===== src/rtl/pipe_ctrl_pkg.sv =====
// Shared pipeline-control definitions: FSM encoding,
// register-zero constant and default operand widths.
package pipe_ctrl_pkg;

  localparam int DEF_REG_ADDR_W = 5;
  localparam int REG_ZERO       = 0;

  localparam logic ST_RUN    = 1'b0;
  localparam logic ST_LSTALL = 1'b1;

  typedef enum logic {
    S_RUN    = ST_RUN,
    S_LSTALL = ST_LSTALL
  } state_e;

  typedef struct packed {
    logic pc_write;
    logic ifid_write;
    logic ifid_flush;
    logic haz_mux;
    logic pipe_en;
    logic stalling;
  } ctrl_t;

endpackage


===== src/rtl/sat_counter.sv =====
// Saturating up-counter with synchronous clear;
// clear wins over a same-cycle increment.
module sat_counter #(
  parameter int CNT_W = 16
) (
  input  logic             clk_i,
  input  logic             rst_ni,
  input  logic             clr_i,
  input  logic             inc_i,
  output logic [CNT_W-1:0] cnt_o
);

  logic [CNT_W-1:0] cnt_q;
  logic [CNT_W-1:0] cnt_d;

  always_comb begin
    cnt_d = cnt_q;
    if (clr_i) begin
      cnt_d = '0;
    end else if (inc_i && (cnt_q != '1)) begin
      cnt_d = cnt_q + CNT_W'(1);
    end
  end

  always_ff @(posedge clk_i) begin
    if (!rst_ni) begin
      cnt_q <= '0;
    end else begin
      cnt_q <= cnt_d;
    end
  end

  assign cnt_o = cnt_q;

endmodule


===== src/rtl/hazard_ctrl_unit.sv =====
// Load-use hazard detector with multi-cycle stall,
// branch flush, debug freeze and stall-cycle counter.
module hazard_ctrl_unit
  import pipe_ctrl_pkg::*;
#(
  parameter int REG_ADDR_W = DEF_REG_ADDR_W,
  parameter int LOAD_STALL = 1,
  parameter int CNT_W      = 16
) (
  input  logic                  clk,
  input  logic                  rst_n,
  input  logic [REG_ADDR_W-1:0] i_id_rs,
  input  logic [REG_ADDR_W-1:0] i_id_rt,
  input  logic                  i_id_uses_rs,
  input  logic                  i_id_uses_rt,
  input  logic [REG_ADDR_W-1:0] i_ex_rt,
  input  logic                  i_ex_mem_read,
  input  logic                  i_branch_taken,
  input  logic                  i_halt,
  input  logic                  i_cnt_clr,
  output logic                  o_pc_write,
  output logic                  o_ifid_write,
  output logic                  o_ifid_flush,
  output logic                  o_haz_mux,
  output logic                  o_pipe_en,
  output logic                  o_stalling,
  output logic [CNT_W-1:0]      o_stall_cnt
);

  localparam logic [3:0] REM_INIT = 4'(LOAD_STALL - 1);

  state_e     state_q;
  state_e     state_d;
  logic [3:0] rem_q;
  logic [3:0] rem_d;
  logic       stall_q;
  logic       stall_d;
  logic       ex_nz;
  logic       rs_hit;
  logic       rt_hit;
  logic       haz;
  ctrl_t      ctrl;

  assign ex_nz  = (i_ex_rt != REG_ADDR_W'(REG_ZERO));
  assign rs_hit = i_id_uses_rs && (i_ex_rt == i_id_rs);
  assign rt_hit = i_id_uses_rt && (i_ex_rt == i_id_rt);
  assign haz    = i_ex_mem_read && ex_nz && (rs_hit || rt_hit);

  always_comb begin
    state_d = state_q;
    rem_d   = rem_q;
    stall_d = stall_q;
    ctrl    = '0;
    priority case (1'b1)
      !rst_n: begin
        ctrl = '0;
      end
      i_halt: begin
        // freeze: state, rem and stall flag all hold
        ctrl.stalling = stall_q;
      end
      (state_q == S_LSTALL) || haz: begin
        ctrl.pipe_en  = 1'b1;
        ctrl.haz_mux  = 1'b1;
        ctrl.stalling = 1'b1;
        stall_d       = 1'b1;
        if (state_q == S_LSTALL) begin
          rem_d = rem_q - 4'd1;
          if (rem_q == 4'd1) begin
            state_d = S_RUN;
          end
        end else if (LOAD_STALL > 1) begin
          state_d = S_LSTALL;
          rem_d   = REM_INIT;
        end
      end
      default: begin
        ctrl.pipe_en    = 1'b1;
        ctrl.pc_write   = 1'b1;
        ctrl.ifid_write = 1'b1;
        ctrl.ifid_flush = i_branch_taken;
        stall_d         = 1'b0;
      end
    endcase
  end

  always_ff @(posedge clk) begin
    if (!rst_n) begin
      state_q <= S_RUN;
      rem_q   <= '0;
      stall_q <= 1'b0;
    end else begin
      state_q <= state_d;
      rem_q   <= rem_d;
      stall_q <= stall_d;
    end
  end

  sat_counter #(
    .CNT_W (CNT_W)
  ) u_cnt (
    .clk_i  (clk),
    .rst_ni (rst_n),
    .clr_i  (i_cnt_clr),
    .inc_i  (ctrl.haz_mux),
    .cnt_o  (o_stall_cnt)
  );

  assign o_pc_write   = ctrl.pc_write;
  assign o_ifid_write = ctrl.ifid_write;
  assign o_ifid_flush = ctrl.ifid_flush;
  assign o_haz_mux    = ctrl.haz_mux;
  assign o_pipe_en    = ctrl.pipe_en;
  assign o_stalling   = ctrl.stalling;

endmodule


===== config.mk =====
export PLATFORM = sky130hd
export DESIGN_NAME = hazard_ctrl_unit
export DESIGN_NICKNAME = d
export VERILOG_FILES = /design/src/rtl/pipe_ctrl_pkg.sv /design/src/rtl/sat_counter.sv /design/src/rtl/hazard_ctrl_unit.sv
export SDC_FILE = /design/constraint.sdc
export NUM_CORES = 1
export LEC_CHECK = 0
export ABC_CLOCK_PERIOD_IN_PS = 6500
export CAP_MARGIN = 5
export CORE_ASPECT_RATIO = 1.75
export CORE_MARGIN = 4
export CORE_UTILIZATION = 48
export DETAILED_ROUTE_END_ITERATION = 16
export GPL_ROUTABILITY_DRIVEN = 0
export PLACE_DENSITY = 0.9
export SLEW_MARGIN = 20
export SYNTH_ARGS = -nofsm -noshare
export SYNTH_HDL_FRONTEND = slang
export SYNTH_SLANG_ARGS = --single-unit

===== constraint.sdc =====
create_clock -name clk -period 6.5 [get_ports clk]
set_input_delay 1.3 -clock clk [delete_from_list [all_inputs] [get_ports clk]]
set_output_delay 1.3 -clock clk [all_outputs]
set_load 0.01 [all_outputs]

==> results by group <==
Synthesis
  • Post-synthesis net count: 178
  • Post-synth EDFFs: 0
  • Synth Flop Type: dfxtp_1
  • Dominant cell type by area after synthesis: dfxtp_1
  • Area contributors post-synth: dfxtp_1 35%, xnor2_1 9.0%, nand4_1 4.4%
  • Top cell type's share of synthesized area: 34.7%
  • Cell area after synthesis: between 0.001 and 0.0015 mm2
  • Synth Register Bits: 22
  • Yosys warns: 0
  • Syn_area_per_cell: around 8.3 um2
  • Asr flop ratio synth: 0%
  • Seq/Total Area, Yosys: 34.7%
  • Synth Instances: 152
  • Count of different cell masters after synthesis: 37

Route
  • Via density: a little over 6
  • Initial drt markers: 37
  • Avg WL per Cell: between 15 and 20 um
  • DRC: 0
  • Post-route ant nets: 0
  • Total Wirelength: around 3300 um
  • Via Count: ~1400
  • Detailed Routing Iterations Pass 1: 4

GRT
  • Vias in the first global route: ~1300
  • Initial antenna violation count: 0
  • Grt ovf: 0
  • First-pass GRT wire length: between 5000 and 6000 um
  • Largest net degree at the start of global routing: 23
  • Global-route usage over all layers: around a fifth

Critical path
  • Worst endpoint required time: 5.20 ns
  • Startpoint Class: input pin
  • Critical path endpoint category: output port
  • Worst setup path category: in -> out
  • Worst Setup SP: i_ex_rt[2]
  • Worst R2R Path Depth: 7
  • Register-to-register setup slack: 4.44 ns
  • CP max FO: 22
  • Worst Setup EP: o_stalling
  • FF-to-FF End: u_cnt.cnt_o[3]
  • CP Data Arrival Time: about 4.1 ns
  • Reg-to-Reg Start: u_cnt.cnt_o[0]

Die
  • Die Wd: ~47 um
  • Core ar.: roughly 0.0025 mm2
  • Starting density of the core: slightly above 50%
  • Row count: 24
  • Top Ports: 45
  • Die Area: ~0.0036 mm2
  • Die H: roughly 76 um

Placed design
  • Final HPWL DP: between 2000 and 3000 um
  • Port bufs: 44
  • Placed Cells: around 220

Clock network
  • CTS clock-pin slew for the worst setup and hold paths: 0.07 ns
  • CTS root buffer: clkbuf_8
  • Cts repair resizes: 0
  • Post-CTS Hold Buffers: 0
  • Clk Latency, worst-skew pair: between 0.2 and 0.3 ns
  • CTS tree: done
  • CTS buffer count: 3
  • H-Tree Depth: 1
  • Clk sinks: 22
  • Post-CTS setup buffer count: 0
  • Max clock buf depth: 2

Timing
  • Slew Limit Fails: 0
  • Setup TNS: 0 ns
  • Max frequency: ~180 MHz
  • Minimum clock period: 5.44 ns
  • Hold Vio Cnt, Final: 0
  • Slew headroom: a little under half
  • Final setup vio count: 0
  • Final Skew: ~0.0054 ns
  • Tightest Pin Transition: about 0.8 ns
  • RSZ-0062 raised after global routing: no
  • Final period utilization: 83.6%

Job
  • Max-Cap Viols: 0

Finish
  • Layout cell share with drive strength beyond 1: about 4.7%
  • # diodes: 0
  • Final Core Density: 69.0%
  • Nets: around 220
  • Fin cells: 219
  • Most common cell after layout, fill and taps aside: clkdlybuf4s50_1
  • Area delta synth->final: 37.2%
  • Commonest non-fill, non-tap cells in the layout: 44 x clkdlybuf4s50_1, 22 x dfxtp_1, 13 x xnor2_1, 13 x nand2_1, 10 x a21oi_1
  • Fillers: between 200 and 250

Power
  • Pwr dens: ~150 mW/mm2
  • Leakage power: roughly 0.55 nW
  • Maximum VDD drop: roughly 0.00012 V

Hold path
  • HP Class: reg -> reg

Run status
  • Run status: completed
[area by class of cell]
type / instances / area (um2) / area share (%)
flip-flops and latches: 22 / 440 / 25.3
clock buffers: 3 / 41.3 / 2.37
repair buffers: 44 / 440 / 25.3
inverters: 5 / 18.8 / 1.08
multi-input cells: 119 / 767 / 44.1
well taps: 26 / 32.5 / 1.87
[how the worst min path moves through the flow]
stage / startpoint / slack, ns / depth (start not counted) / endpoint
3_3_place_gp: state_q / 0.46 / 2 / state_q
3_5_place_dp: state_q / 0.46 / 2 / state_q
2_1_floorplan: state_q / 0.44 / 2 / state_q
6_report: state_q / 0.47 / 2 / state_q
5_1_grt: state_q / 0.50 / 2 / state_q
4_1_cts: state_q / 0.47 / 2 / state_q
[Yosys cell counts, types with 2 or more instances]
master	count
nand2_1	13
o21ai_1	4
and3_1	3
and2_1	5
buf_6	2
dfxtp_1	22
nor2_1	9
clkbuf_1	2
o31ai_1	5
a21oi_1	10
ha_1	3
xnor2_1	13
nand4_1	9
nand2b_1	2
nand3_1	7
or3_1	6
o21ai_0	3
nor3_1	3
a21oi_2	3
xor2_1	2
inv_1	4
or4_1	7
[worst max-delay path, cell delays in order]
cell             delay, ns
clkdlybuf4s50_1       0.48
or4_1                 0.55
o21ai_2               0.15
inv_1                 0.07
a21oi_2               0.64
nor2_1                0.20
a31o_1                0.25
clkdlybuf4s50_1       0.48
[state kept, by name (all words and copies together) (netlist names)]
register,count
rem_q,4
stall_q,1
u_cnt.cnt_o,16
state_q,1
[metal layers]
| layer | GRT usage [%] | routed length (um) | share of wire [%] | vias up |
|---|---|---|---|---|
| li1 | - | - | - | 640 |
| met1 | 20.8 | 1150 | 34 | 635 |
| met2 | 35.0 | 1860 | 56 | 69 |
| met3 | 3.55 | 246 | 7.4 | 11 |
| met4 | 9.14 | 80 | 2.4 | 0 |
| met5 | 0 | 0 | 0 | - |
[logic make-up (layout without fill, tap and decap cells)]
| logic type | after synthesis | in the layout | share of synthesized area, % |
|---|---|---|---|
| buffers and inverters | 11 | 52 | 4.83 |
| and+or+nand+nor | 67 | 67 | 28.8 |
| DFF | 22 | 22 | 34.7 |
| adders and majority gates | 3 | 3 | 2.96 |
| xor gates and xnor gates | 15 | 15 | 10.4 |
| muxes | 1 | 1 | 0.789 |
| AOI/OAI and AO/OA | 33 | 33 | 17.6 |
[power breakdown]
group	total (W)	switching (W)	internal [W]	leakage [nW]
clock network	0.0000836	0.0000422	0.0000414	0.0216
registers	0.000135	0.0000000299	0.000135	0.177
logic	0.0000341	0.0000142	0.0000199	0.355
total	0.000252	0.0000565	0.000196	0.553
[through the flow]
stage | setup WS, ns | cell area [um2] | hold WS (ns) | power, W
floorplan | 2.44 | 1270 | 0.439 | 0.000152
global placement | 1.24 | 1700 | 0.460 | 0.000171
detailed placement | 1.12 | 1700 | 0.462 | 0.000172
CTS | 1.08 | 1740 | 0.475 | 0.000253
global route | 0.906 | 1740 | 0.502 | 0.000262
finish | 1.06 | 1740 | 0.473 | 0.000252
No activity file was read; power rests on OpenSTA's default activity.
